===== config.mk =====
export PLATFORM = sky130hd
export DESIGN_NAME = tmds_rx_decoder
export DESIGN_NICKNAME = d
export VERILOG_FILES = /design/src/rtl/tmds_rx_decoder.sv
export SDC_FILE = /design/constraint.sdc
export NUM_CORES = 1
export LEC_CHECK = 0
export ABC_CLOCK_PERIOD_IN_PS = 4880
export BUFFER_PORTS_ARGS = -buffer_cell sky130_fd_sc_hd__clkbuf_2
export CORE_UTILIZATION = 59
export CTS_CLUSTER_DIAMETER = 40
export DETAILED_ROUTE_END_ITERATION = 10
export PLACE_DENSITY = 0.9
export SLEW_MARGIN = 40
export SYNTH_ARGS = -nofsm -noshare
export SYNTH_HDL_FRONTEND = slang
export SYNTH_SLANG_ARGS = --single-unit

===== constraint.sdc =====
create_clock -name clk_pixel_in -period 4.88 [get_ports clk_pixel_in]
set_input_delay 1.22 -clock clk_pixel_in [delete_from_list [all_inputs] [get_ports clk_pixel_in]]
set_output_delay 1.22 -clock clk_pixel_in [all_outputs]
set_load 0.02 [all_outputs]

===== src/rtl/tmds_rx_decoder.sv =====
// TMDS receive channel: finds the 10-bit symbol boundary from control tokens
// and decodes aligned words into pixel bytes or control values.
module tmds_rx_decoder #(
   parameter int LOCK_COUNT     = 8,
   parameter int SEARCH_TIMEOUT = 64,
   parameter int TOKEN_TIMEOUT  = 4096
) (
   input  logic       clk_pixel_in,
   input  logic       rst_in,
   input  logic [9:0] tmds_raw_in,
   output logic [7:0] data_out,
   output logic [1:0] ctrl_out,
   output logic       de_out,
   output logic       locked_out,
   output logic [3:0] offset_out
);

   localparam int MC_W = $clog2(LOCK_COUNT + 1);
   localparam int SC_W = $clog2(SEARCH_TIMEOUT + 1);
   localparam int TT_W = $clog2(TOKEN_TIMEOUT + 1);

   localparam logic [MC_W-1:0] MATCH_LAST  = MC_W'(LOCK_COUNT - 1);
   localparam logic [SC_W-1:0] SEARCH_LAST = SC_W'(SEARCH_TIMEOUT - 1);
   localparam logic [TT_W-1:0] TOKEN_LAST  = TT_W'(TOKEN_TIMEOUT - 1);

   typedef enum logic [0:0] {ST_SEARCH = 1'b0, ST_LOCKED = 1'b1} state_t;

   state_t           state_q, state_d;
   logic [19:0]      hist_q, hist_d;
   logic [3:0]       offset_q, offset_d;
   logic [3:0]       offset_out_q, offset_out_d;
   logic [MC_W-1:0]  match_cnt_q, match_cnt_d;
   logic [SC_W-1:0]  search_cnt_q, search_cnt_d;
   logic [TT_W-1:0]  token_timer_q, token_timer_d;
   logic [7:0]       data_q, data_d;
   logic [1:0]       ctrl_q, ctrl_d;
   logic             de_q, de_d;
   logic             locked_q, locked_d;

   logic [9:0]       cand [16];
   logic [9:0]       word;
   logic             is_token;
   logic [1:0]       tok_ctrl;
   logic [7:0]       d_pre;
   logic [7:0]       dec;
   logic [3:0]       offset_inc;

   // One candidate symbol per bit offset; offsets 10..15 are unreachable.
   for (genvar gi = 0; gi < 16; gi++) begin : g_cand
      if (gi < 10) begin : g_valid
         assign cand[gi] = hist_q[gi+9:gi];
      end else begin : g_pad
         assign cand[gi] = '0;
      end
   end

   assign word       = cand[offset_q];
   assign offset_inc = (offset_q == 4'd9) ? 4'd0 : offset_q + 4'd1;
   assign hist_d     = {tmds_raw_in, hist_q[19:10]};
   assign d_pre      = word[9] ? ~word[7:0] : word[7:0];
   assign dec[0]     = d_pre[0];

   for (genvar gi = 1; gi < 8; gi++) begin : g_dec
      assign dec[gi] = word[8] ? (d_pre[gi] ^ d_pre[gi-1]) : ~(d_pre[gi] ^ d_pre[gi-1]);
   end

   always_comb begin
      is_token = 1'b1;
      tok_ctrl = 2'b00;
      case (word)
         10'b1101010100: tok_ctrl = 2'b00;
         10'b0010101011: tok_ctrl = 2'b01;
         10'b0101010100: tok_ctrl = 2'b10;
         10'b1010101011: tok_ctrl = 2'b11;
         default:        is_token = 1'b0;
      endcase
   end

   // Next-state: alignment search, lock tracking and counters.
   always_comb begin
      state_d       = state_q;
      offset_d      = offset_q;
      match_cnt_d   = match_cnt_q;
      search_cnt_d  = search_cnt_q;
      token_timer_d = token_timer_q;
      case (state_q)
         ST_SEARCH: begin
            search_cnt_d = search_cnt_q + SC_W'(1);
            match_cnt_d  = is_token ? match_cnt_q + MC_W'(1) : '0;
            if (is_token && (match_cnt_q == MATCH_LAST)) begin
               state_d       = ST_LOCKED;
               match_cnt_d   = '0;
               search_cnt_d  = '0;
               token_timer_d = '0;
            end else if (search_cnt_q == SEARCH_LAST) begin
               offset_d     = offset_inc;
               match_cnt_d  = '0;
               search_cnt_d = '0;
            end
         end
         ST_LOCKED: begin
            if (is_token) begin
               token_timer_d = '0;
            end else if (token_timer_q == TOKEN_LAST) begin
               state_d       = ST_SEARCH;
               offset_d      = offset_inc;
               token_timer_d = '0;
               match_cnt_d   = '0;
               search_cnt_d  = '0;
            end else begin
               token_timer_d = token_timer_q + TT_W'(1);
            end
         end
         default: state_d = ST_SEARCH;
      endcase
   end

   // Outputs only carry symbols evaluated while locked and staying locked.
   always_comb begin
      data_d       = '0;
      ctrl_d       = '0;
      de_d         = 1'b0;
      locked_d     = (state_d == ST_LOCKED);
      offset_out_d = offset_q;
      if ((state_q == ST_LOCKED) && (state_d == ST_LOCKED)) begin
         if (is_token) begin
            ctrl_d = tok_ctrl;
         end else begin
            ctrl_d = ctrl_q;
            de_d   = 1'b1;
            data_d = dec;
         end
      end
   end

   always_ff @(posedge clk_pixel_in) begin
      if (rst_in) begin
         state_q       <= ST_SEARCH;
         hist_q        <= '0;
         offset_q      <= '0;
         offset_out_q  <= '0;
         match_cnt_q   <= '0;
         search_cnt_q  <= '0;
         token_timer_q <= '0;
         data_q        <= '0;
         ctrl_q        <= '0;
         de_q          <= 1'b0;
         locked_q      <= 1'b0;
      end else begin
         state_q       <= state_d;
         hist_q        <= hist_d;
         offset_q      <= offset_d;
         offset_out_q  <= offset_out_d;
         match_cnt_q   <= match_cnt_d;
         search_cnt_q  <= search_cnt_d;
         token_timer_q <= token_timer_d;
         data_q        <= data_d;
         ctrl_q        <= ctrl_d;
         de_q          <= de_d;
         locked_q      <= locked_d;
      end
   end

   assign data_out   = data_q;
   assign ctrl_out   = ctrl_q;
   assign de_out     = de_q;
   assign locked_out = locked_q;
   assign offset_out = offset_out_q;

endmodule


==> summary.md <==
| Metric | Value |
|---|---|
| Final Wtd Congestion | 0.942 |
| FF-to-FF Start | offset_out_d[0] |
| Hold Path Stages | 1 |
| Final period utilization | 83.1% |
| Headroom to the max-slew limit | 51.5% |
| Clk pwr share | 43.2% |
| Most frequent cells in the layout | dfxtp_1, nor2_1, clkbuf_2 |
| Post-Syn Area | 3340 um^2 |
| GRT Total Usage | 24.3% |
| Post-DR wirelength/cell | 15.3 um |
| Vias/cell | 6.16 |
| Slew Viols, Final | 0 |
| Worst skew pair latency | 0.34 ns |
| Yosys Warn Count | 0 |
| Crit Path Max Fanout | 15 |
| Highest clock rate | 247 MHz |
| Diode count | 0 |
| Yosys cell types | 64 |
| Worst setup SP type | flip-flop |
| Cell taking the most area after synthesis | dfxtp_1 |
| Vias in the first global route | 2570 |
| Status | finished clean |
| Clock buffer depth | 2 |
| TritonCTS clock tree | done |
| Die W | 77.3 um |
| Port bufs | 27 |
| Die Ht | 77.3 um |
| Register area share after synthesis | 38.3% |
| DP HPWL | 4890 um |
| Main flop type after synthesis | dfxtp_1 |
| Worst slack at placement | 0.840 ns |
| Clk pin slew, worst setup/hold paths | 0.07 ns |
| Initial antenna violation count | 0 |
| # rows | 27 |
| Worst Hold End | hist_q[9] |
| Pleak | 1.44 nW |
| Layout cell share with drive strength beyond 1 | 19.5% |
| Commonest non-fill, non-tap cell in the layout | dfxtp_1 |
| Filler cells | 411 |
| Syn-to-layout area delta | 11.0% |
| Remaining global-route overflow | 0 |
| Total CTS buffers | 9 |
| Setup TNS | 0 ns |
| Synth Instances | 350 |
| DRT iter0 DRCs | 218 |
| WP data required | 5.12 ns |
| Top-area cell type share of the netlist area | 38.3% |
| Comb power frac | 5.5% |
| CTS Sinks | 64 |
| Worst hold path type | flip-flop to flip-flop |
| Worst slew pin tran | 0.726 ns |
| First-pass GRT wire length | 11300 um |
| Core area | 5470 um^2 |
| Clock Tree Root | clkbuf_8 |
| Min cycle time layout | 4.06 ns |
| Post-synth EDFFs | 0 |
| Fin worst setup slack | 0.824 ns |
| Initial core utilization | 61.1% |
| FFs w/ async S/R, synth | 0% |
| DRT antenna net count | 0 |
| Pwr per Cell Area | 285 nW/um^2 |
| Crit Path Class | flip-flop to flip-flop |
| Number of primary I/O pins | 28 |
| R2R Path End | token_timer_q[5] |
| Largest net degree at the start of global routing | 35 |
| Sw Ratio | 22.5% |
| Die area | 5970 um^2 |
| Internal power | 0.000819 W |
| Setup crit end kind | flip-flop |
| Reg2reg setup slack | 0.82 ns |
| Resize count post-CTS | 0 |
| Sequential power share | 51.3% |
| Final Hold Viols | 0 |
| Finish-stage setup viols | 0 |
| WP data arrival | 4.29 ns |
| Max-cap violations | 0 |
| Drt pass-1 iters | 5 |
| Syn Area/Cell | 9.55 um^2 |
| Vias | 2778 |
| Total setup buffers inserted after CTS | 0 |
| Detailed Route WL | 6920 um |
| Drt drc | 0 |
| Synth area leaders | dfxtp_1, mux4_2, nor2b_1, ha_1, xnor2_1 |
| Cts hold-fix bufs | 0 |
| Synth Register Bits | 64 |
| Hold Crit Start | hist_q[19] |
| Clock Skew | 0.00799 ns |
| Post-layout nets | 399 |
| Post-synth net total | 373 |
| Unrepaired setup endpoints after global routing | false |
| Deepest level of the CTS H-tree | 3 |
| Peak supply drop | 0.166 mV |
| Switch Pwr | 0.000238 W |
| R2r worst-path depth | 12 |
-- metrics by stage --
stage               hold WS, ns  power [W]  utilization [%]  instances  instance area, um^2
finish                    0.437    0.00106             67.8        451                 3710
global route              0.463    0.00109             67.8        451                 3710
CTS                       0.447    0.00106             67.8        451                 3710
detailed placement        0.432   0.000611             64.2        437                 3510
global placement          0.423   0.000608             64.2        437                 3510
floorplan                 0.414   0.000595                -        350                 3340
-- Yosys cell counts, types with 5 or more instances --
library cell and n:
nand3_1 9, o21ai_0 8, nand2b_1 5, and3_1 6, inv_1 16, nor2b_1 24, clkbuf_1 8, nor3_1 11
mux2i_1 9, xnor2_1 13, nor2_1 27, mux4_2 10, a21oi_1 15, nand2_1 20, ha_1 11, mux2_2 8
dfxtp_1 64
-- layout make-up --
cell class,count,area [um^2],area share [%]
multi-input combinational,253,1920,51.7
sequential,64,1280,34.6
timing repair buffer,30,158,4.25
clock buffer,11,151,4.08
tap,72,90.1,2.43
inverter,18,67.6,1.82
clock inverter,3,42.5,1.15
-- cell families after synthesis --
family | share of synthesized area (%)
fa+ha+maj | 4.12
simple gates | 20.4
mux | 13.4
flops | 38.3
compound gates | 15.0
xor+xnor | 4.46
buf+inv | 4.27
-- routing by layer --
metal	share of wire, %	GRT usage (%)
met5	0	0
met4	2.0	11.7
met3	6.4	5.83
met2	47	39.9
met1	44	29.6
-- power groups by stage --
stage	logic (W)	clock network (W)	registers [W]
floorplan	0.0000452	0	0.000550
global placement	0.0000549	0	0.000553
detailed placement	0.0000576	0	0.000554
CTS	0.0000579	0.000460	0.000542
global route	0.0000649	0.000485	0.000543
finish	0.0000582	0.000457	0.000542
-- worst max path at each step --
stage | to | slack (ns) | from
3_5_place_dp | token_timer_q[5] | 0.84 | offset_out_d[0]
3_3_place_gp | token_timer_q[5] | 1.01 | offset_out_d[0]
6_report | token_timer_q[5] | 0.82 | offset_out_d[0]
2_1_floorplan | token_timer_q[5] | 1.49 | offset_out_d[0]
5_1_grt | search_cnt_q[4] | 0.54 | offset_out_d[0]
4_1_cts | token_timer_q[5] | 0.82 | offset_out_d[0]
-- flip-flops by register name, summed over array words and instances (netlist names) --
register and flops:
offset_out 4, locked_out 1, match_cnt_q 4, ctrl_out 2, token_timer_q 13, hist_q 20, de_out 1, offset_out_d 4
search_cnt_q 7, data_out 8
-- worst max-delay path, stage by stage, from the launching register on --
cell	delay (ns)
dfxtp_1	0.79
buf_4	0.33
mux2_2	0.39
a221oi_1	0.32
a21oi_1	0.15
inv_1	0.10
ha_1	0.14
and4_1	0.24
o21ai_0	0.13
mux2_2	0.31
and2_1	0.30
o21a_1	0.35
a221o_1	0.38
Note: power is estimated with default switching activity, not from simulation.
